### config.mk
export PLATFORM = sky130hd
export DESIGN_NAME = bit_stuffer_flat
export DESIGN_NICKNAME = d
export VERILOG_FILES = /design/src/rtl/bit_stuffer_if.sv /design/src/rtl/bit_stuffer.sv /design/src/flat_wrapper.sv
export SDC_FILE = /design/constraint.sdc
export NUM_CORES = 1
export LEC_CHECK = 0
export CORE_MARGIN = 4
export CORE_UTILIZATION = 50
export CTS_CLUSTER_SIZE = 8
export DETAILED_ROUTE_END_ITERATION = 6
export PLACE_DENSITY = 0.8
export RECOVER_POWER = 25
export SYNTH_ARGS = -nofsm -noshare
export SYNTH_HDL_FRONTEND = slang
export SYNTH_SLANG_ARGS = --single-unit
### constraint.sdc
create_clock -name clk -period 2.01 [get_ports clk]
set_input_delay 0.3015 -clock clk [delete_from_list [all_inputs] [get_ports clk]]
set_output_delay 0.3015 -clock clk [all_outputs]
set_load 0.02 [all_outputs]
### src/rtl/bit_stuffer_if.sv
// bit_stuffer_if: serial stream bundle around the USB bit stuffer.
//   bIn/inAvail/readyIn : upstream serial bit, valid, and stall back-pressure
//   bOut/outAvail       : stuffed serial bit and its valid, toward NRZI
//   pktDone             : one-cycle end-of-packet pulse
//   stuffCount          : stuff bits inserted in the current/last packet
// master = stream producer/observer side, slave = the stuffer itself.
interface bit_stuffer_if #(
  parameter int CNT_W = 8
);
  logic             bIn;
  logic             inAvail;
  logic             readyIn;
  logic             bOut;
  logic             outAvail;
  logic             pktDone;
  logic [CNT_W-1:0] stuffCount;

  modport master (
    output bIn, inAvail,
    input  readyIn, bOut, outAvail, pktDone, stuffCount
  );

  modport slave (
    input  bIn, inAvail,
    output readyIn, bOut, outAvail, pktDone, stuffCount
  );
endinterface

### src/rtl/bit_stuffer.sv
// bit_stuffer: USB bit-stuffing stage between the CRC/PISO and NRZI encoder.
// After STUFF_LEN consecutive accepted 1s a single 0 is inserted; the
// producer is stalled (readyIn low) for that one cycle. Output is registered,
// one cycle behind the accepting edge.
//   clk   : system clock, all state on posedge
//   rst_b : asynchronous active-low reset
//   bus   : slave side of bit_stuffer_if (stream in/out, pktDone, stuffCount)
module bit_stuffer #(
  parameter int STUFF_LEN = 6,
  parameter int CNT_W     = 8
) (
  input  logic          clk,
  input  logic          rst_b,
  bit_stuffer_if.slave  bus
);

  localparam logic [1:0] IDLE  = 2'd0;
  localparam logic [1:0] SEND  = 2'd1;
  localparam logic [1:0] STUFF = 2'd2;

  localparam logic [3:0] TRIG = 4'(STUFF_LEN - 1);

  logic [1:0]       state;
  logic [3:0]       ones_cnt;
  logic             b_out;
  logic             out_avail;
  logic             pkt_done;
  logic [CNT_W-1:0] stuff_cnt;

  logic ready;
  logic xfer;

  assign ready = (state != STUFF);
  assign xfer  = bus.inAvail && ready;

  assign bus.readyIn    = ready;
  assign bus.bOut       = b_out;
  assign bus.outAvail   = out_avail;
  assign bus.pktDone    = pkt_done;
  assign bus.stuffCount = stuff_cnt;

  always_ff @(posedge clk or negedge rst_b) begin
    if (!rst_b) begin
      state     <= IDLE;
      ones_cnt  <= '0;
      b_out     <= 1'b0;
      out_avail <= 1'b0;
      pkt_done  <= 1'b0;
      stuff_cnt <= '0;
    end else begin
      pkt_done <= 1'b0;
      case (state)
        IDLE, SEND: begin
          if (xfer) begin
            b_out     <= bus.bIn;
            out_avail <= 1'b1;
            // first bit of a packet restarts the per-packet count
            if (state == IDLE) stuff_cnt <= '0;
            if (bus.bIn) begin
              ones_cnt <= ones_cnt + 4'd1;
              // this edge emits the STUFF_LEN-th 1; the 0 follows next edge
              state    <= (ones_cnt == TRIG) ? STUFF : SEND;
            end else begin
              ones_cnt <= '0;
              state    <= SEND;
            end
          end else begin
            b_out     <= 1'b0;
            out_avail <= 1'b0;
            if (state == SEND) begin
              pkt_done <= 1'b1;
              ones_cnt <= '0;
              state    <= IDLE;
            end
          end
        end
        STUFF: begin
          // inAvail is ignored here; the producer holds its bit.
          // Returning to SEND lets a dropped inAvail still raise pktDone
          // after the stuff bit.
          b_out     <= 1'b0;
          out_avail <= 1'b1;
          ones_cnt  <= '0;
          if (stuff_cnt != {CNT_W{1'b1}}) stuff_cnt <= stuff_cnt + 1'b1;
          state     <= SEND;
        end
        default: begin
          state     <= IDLE;
          ones_cnt  <= '0;
          b_out     <= 1'b0;
          out_avail <= 1'b0;
        end
      endcase
    end
  end

endmodule

### src/flat_wrapper.sv
// flat-port wrapper written by rule: the top's interface ports become plain ports
module bit_stuffer_flat 
#(
  parameter int STUFF_LEN = 6,
  parameter int CNT_W     = 8
)
  (clk, rst_b, bus_bIn, bus_inAvail, bus_readyIn, bus_bOut, bus_outAvail, bus_pktDone, bus_stuffCount);
  bit_stuffer_if #(.CNT_W(CNT_W)) bus_i ();
  input  logic clk;
  input  logic rst_b;
  input wire logic [$bits(bus_i.bIn)-1:0] bus_bIn;
  input wire logic [$bits(bus_i.inAvail)-1:0] bus_inAvail;
  output wire logic [$bits(bus_i.readyIn)-1:0] bus_readyIn;
  output wire logic [$bits(bus_i.bOut)-1:0] bus_bOut;
  output wire logic [$bits(bus_i.outAvail)-1:0] bus_outAvail;
  output wire logic [$bits(bus_i.pktDone)-1:0] bus_pktDone;
  output wire logic [$bits(bus_i.stuffCount)-1:0] bus_stuffCount;
  assign bus_i.bIn = bus_bIn;
  assign bus_i.inAvail = bus_inAvail;
  assign bus_readyIn = bus_i.readyIn;
  assign bus_bOut = bus_i.bOut;
  assign bus_outAvail = bus_i.outAvail;
  assign bus_pktDone = bus_i.pktDone;
  assign bus_stuffCount = bus_i.stuffCount;
  bit_stuffer #(.STUFF_LEN(STUFF_LEN), .CNT_W(CNT_W)) u_core (.clk(clk), .rst_b(rst_b), .bus(bus_i));
endmodule
==> results of run 1 <==
## sequential cells by signal, summed over array words and instances (netlist names)
signal                 cells
u_core.ones_cnt            4
u_core.bus.bOut            1
u_core.bus.outAvail        1
u_core.state               2
u_core.bus.stuffCount      8
u_core.bus.pktDone         1
## synthesized netlist by cell type, drive strengths merged
library cell and number:
a21oi 3, a31oi 3, a32o 1, and2 1, and3 2, buf 3, clkbuf 2, dfrtp 17
ha 3, inv 4, nand2 8, nand3 5, nand3b 1, nand4 5, nand4b 1, nor2 5
nor2b 1, nor3 3, nor3b 1, o211ai 1, o21a 1, o21ai 12, o21ba 1, o31ai 2
o32a 2, or2 1, or4b 1, xnor2 1
## routing by layer
metal	global-route usage	up-vias	routed length (um)
li1	-	373	-
met1	0.229	358	842
met2	0.249	31	794
met3	0.0241	5	109
met4	0.0829	0	40
met5	0	-	0
## final cells by class
type,instances,area (um^2),area share
inverter,4,22.5,0.0210
timing repair buffer,19,175,0.163
clock buffer,3,22.5,0.0210
multi-input combinational,65,402,0.375
sequential,17,425,0.397
tap,16,20.0,0.0187
clock inverter,1,5.00,0.00467
## power breakdown
part           leakage, nW  total, mW  internal [mW]  switching, mW
sequential           0.229      0.357          0.350        0.00728
clock               0.0177      0.185         0.0741          0.111
combinational        0.202     0.0474         0.0215         0.0259
total                0.450      0.590          0.445          0.144
## final timing paths
kind / slack [ns] / start / cells after the start / end
max in group asynchronous: 0.87 / rst_b / 2 / u_core.ones_cnt[1]$_DFFE_PN0P_
min: 0.56 / u_core.ones_cnt[3]$_DFFE_PN0P_ / 2 / u_core.ones_cnt[3]$_DFFE_PN0P_
min reg2reg: 0.56 / u_core.ones_cnt[3]$_DFFE_PN0P_ / 2 / u_core.ones_cnt[3]$_DFFE_PN0P_
max: 0.21 / u_core.state[0]$_DFFE_PN0P_ / 4 / bus_readyIn
min in group asynchronous: 0.62 / rst_b / 2 / u_core.bus.stuffCount[7]$_DFFE_PN0P_
max reg2reg: 0.35 / u_core.bus.stuffCount[0]$_DFFE_PN0P_ / 5 / u_core.bus.stuffCount[4]$_DFFE_PN0P_
## critical path, cell delays in order (launching register included)
cell           delay, ns
dfrtp_1             0.47
nor2b_1             0.18
buf_4               0.19
inv_8               0.05
dlygate4sd2_1       0.31
## through the flow
| step | std cells | utilization | power, mW | area (um^2) |
|---|---|---|---|---|
| after global placement | 121 | 0.666 | 0.411 | 1050 |
| after global routing | 125 | 0.680 | 0.620 | 1070 |
| final | 125 | 0.680 | 0.590 | 1070 |
| after detailed placement | 121 | 0.666 | 0.413 | 1050 |
| after CTS | 125 | 0.683 | 0.597 | 1080 |
| after floorplan | 91 | - | 0.385 | 876 |
## logic make-up after synthesis
group,count (synthesis),synth area share
adder cells (fa/ha/maj),3,0.0429
XOR/XNOR,1,0.0100
buffers and inverters,9,0.0557
AO/OA/AOI/OAI,26,0.187
flip-flops,17,0.486
AND/OR/NAND/NOR,35,0.219
## timing repair
item                       4_1_cts  5_1_grt
gates cloned                     0        0
gates resized for setup          1        1
setup endpoints to repair        1        3
==> flow_summary.ini, run 1 <==
[global_routing]
antenna_found_initial = 0
grt_pass1_vias = 731
grt_max_degree = 18
grt_pass1_wl_um = 3180
grtUsageTotal = 0.165
overflow = 0

[timing]
skew_ns = 0.00245
max_freq_mhz = 555
fin_ws_ns = 0.209
drv_slew = 0
setup_violations = 0
fin_tns_setup_ns = 0
min_period_over_period = 0.896
tightest_slew_ns = 0.853
rsz0062_at_grt = no
hold_viol = 0
whs_ns = 0.557
fin_crit_ns = 1.80
slew_headroom = 0.431

[routing]
routed_wl_um = 1790
vias = 767
drc = 0
drt_pre_antenna_iters = 4
drt.antenna.violating_nets = 0
wl_per_cell_um = 14.3
drt_iter0_markers = 38
routed_via_density = 6.14

[clock_tree]
cts_buffers = 3
ctsLongestPathBuffers = 2
cts_tree = done
insertion_delay_ns = 0.29
cts_setup_buffers = 0
cts.sinks = 17
hold_buffers = 0
cts_max_level = 1
clk_pin_slew_ns = 0.10
clockRootBuffer = clkbuf_4

[floorplanning]
core_mm2 = 0.00158
ios = 16
start_util = 0.556
die_h_um = 49.9
die_w_um = 49.9
dieArea_mm2 = 0.00249
rows = 14

[flow_run]
maxCapViolCount = 0

[power]
p_leak_nw = 0.450
p_per_area_mw_per_mm2 = 550
peakVddDrop_v = 0.000332

[synthesis]
synth_warnings = 0
yosys-top-cells-area = dfrtp_1, o21ai_0, ha_1, nand4_1, nand2_1
yosysUniqueCellTypes = 31
avgSynthCellArea_um2 = 9.62
ys_seq_elements = 17
synthesis.nets = 98
yosysTopAreaCell = dfrtp_1
synth_top_area_frac = 0.486
ys_seq_area_frac = 0.486
syn_area_um2 = 876
synthCells = 91

[setup_path]
worstSetupEndpointType = output port
timing_worst_setup_path_type = reg -> out
setup.worst_path.start_class = flop
critPathRequiredTime_ns = 1.71
crit_arrival_ns = 1.50
critPathMaxFanout = 9

[cells_and_area]
synthToLayoutAreaGrowth_pct = 22.4
final_cell_mix = dfrtp_1, clkdlybuf4s50_1, o21ai_0
layout.nets = 117
num-fill-cells = 116
n_antenna_cell = 0
drive_above_1_share = 0.110
final_common_cell = dfrtp_1

[place]
dp_hpwl_um = 1290
preCtsSetupSlack_ns = 0.178
port_buffers = 15
gp_congestion = 0.848

[worst_hold_path]
min_path_type = reg -> reg

[run_status]
run_status = complete, no violations
Power figures use the tool's default switching activity.
==> run 2: changes to the inputs <==
- ABC_AREA: default -> 0
- CORE_UTILIZATION: 50 -> 41
- PLACE_DENSITY: 0.8 -> 0.68
==> flow_summary.ini, run 2 (synthesis gave the netlist of run 1 again) <==
[setup_path]
timing_worst_setup_path_type = reg -> reg
critPathMaxFanout = 7
setup.worst_path.start_class = flop
reg2reg_depth = 5
crit_arrival_ns = 2.01
worstSetupEndpointType = flop
rr_startpoint = u_core.bus.stuffCount[0]$_DFFE_PN0P_
critPathRequiredTime_ns = 2.20
critPathLaunch = u_core.bus.stuffCount[0]$_DFFE_PN0P_

[routing]
routed_via_density = 5.39
drt_pre_antenna_iters = 4
routed_wl_um = 1650
vias = 733
drt.antenna.violating_nets = 0
drc = 0
wl_per_cell_um = 12.1
drt_iter0_markers = 20

[clock_tree]
ctsLongestPathBuffers = 2
cts_buffers = 3
cts_tree = done
clk_pin_slew_ns = 0.09
hold_buffers = 0
clockRootBuffer = clkbuf_4
insertion_delay_ns = 0.28
cts.sinks = 17
cts_max_level = 1
cts_setup_buffers = 0

[timing]
min_period_over_period = 0.908
tightest_slew_ns = 0.863
fin_tns_setup_ns = 0
rsz0062_at_grt = no
max_freq_mhz = 548
hold_viol = 0
skew_ns = 0.00300
fin_crit_ns = 1.83
slew_headroom = 0.425
drv_slew = 0
setup_violations = 0

[global_routing]
grtUsageTotal = 0.133
grt_pass1_vias = 640
overflow = 0
grt_max_degree = 18
antenna_found_initial = 0
grt_pass1_wl_um = 2790

[cells_and_area]
largest_reg_flops = 8
n_antenna_cell = 0
final_cell_mix = dfrtp_1, clkdlybuf4s50_1, o21ai_0
regArea_um2 = 425
drive_above_1_share = 0.110
stdcell_area_mm2 = 0.00109
finalNonFillerCells = 136
synthToLayoutAreaGrowth_pct = 24.0
final_common_cell = dfrtp_1
layout.nets = 117
num-fill-cells = 186
multi_input_area_um2 = 402

[floorplanning]
dieArea_mm2 = 0.00294
rows = 16
die_h_um = 54.2
die_w_um = 54.2
start_util = 0.438
core_mm2 = 0.00200
ios = 16

[worst_hold_path]
min_path_type = reg -> reg
min_path_cells = 2
worst_hold_startpoint = u_core.ones_cnt[3]$_DFFE_PN0P_

[place]
dpl.cell_count = 132
placed_cell_area_mm2 = 0.00106
gp_congestion = 0.886
dp_hpwl_um = 1260
port_buffers = 15

[power]
peakVddDrop_v = 0.000484
p_per_area_mw_per_mm2 = 526
power_uw = 571
p_leak_nw = 0.450

[flow_run]
maxCapViolCount = 0

[run_status]
run_status = complete, no violations
## run 2: cell count changes in the layout (fill, tap and decap cells not counted)
cell,change
o21ai_0,+1
o21ai_1,-1
## run 2: final cells by class
cell class	count	share of cell area
sequential	17	0.392
tap	27	0.0311
clock buffer	3	0.0207
multi-input combinational	65	0.370
inverter	4	0.0207
timing repair buffer	19	0.161
clock inverter	1	0.00461
## run 2: critical path, cell delays in order (launching register included)
cell	delay, ns
dfrtp_1	0.44
ha_1	0.28
nand4_1	0.11
o21ai_0	0.61
o21ai_0	0.19
o31ai_1	0.10
## run 2: layer usage
layer / wire (um) / vias up / GRT usage
met4: 12 / 0 / 0.0456
met3: 111 / 2 / 0.0627
met2: 716 / 23 / 0.193
li1: - / 375 / -
met1: 806 / 333 / 0.173
met5: 0 / - / 0
## run 2: metrics by stage
stage | hold WS (ns) | worst slack (ns) | utilization
2_1_floorplan | 0.00591 | 0.430 | -
3_3_place_gp | 0.519 | 0.223 | 0.531
3_5_place_dp | 0.528 | 0.208 | 0.531
4_1_cts | 0.321 | 0.177 | 0.544
5_1_grt | 0.606 | 0.0334 | 0.543
6_report | 0.555 | 0.185 | 0.543
## run 2: final timing paths
path	end	slack, ns
setup / recovery	u_core.bus.stuffCount[4]$_DFFE_PN0P_	0.18
hold / removal	u_core.ones_cnt[3]$_DFFE_PN0P_	0.55
setup reg to reg	u_core.bus.stuffCount[4]$_DFFE_PN0P_	0.18
hold reg to reg	u_core.ones_cnt[3]$_DFFE_PN0P_	0.55
max in group asynchronous	u_core.ones_cnt[3]$_DFFE_PN0P_	0.85
min in group asynchronous	u_core.bus.stuffCount[2]$_DFFE_PN0P_	0.63
## run 2: what timing repair did
action | CTS | global route
endpoints found under the setup margin | 1 | 0
endpoints found under the hold margin | 0 | 0
resized for setup | 1 | 0
## run 2: power by group
part           switching (mW)  internal (mW)  total [mW]
Clock                  0.0943         0.0738       0.168
Sequential            0.00670          0.350       0.356
Combinational          0.0253         0.0215      0.0468
Total                   0.126          0.445       0.571
==> run 3: changes to the inputs <==
- ABC_CLOCK_PERIOD_IN_PS: default -> 2009
- SLEW_MARGIN: default -> 20
==> results of run 3 <==
No change in the layout: final DEF, timing and power equal those of run 2.
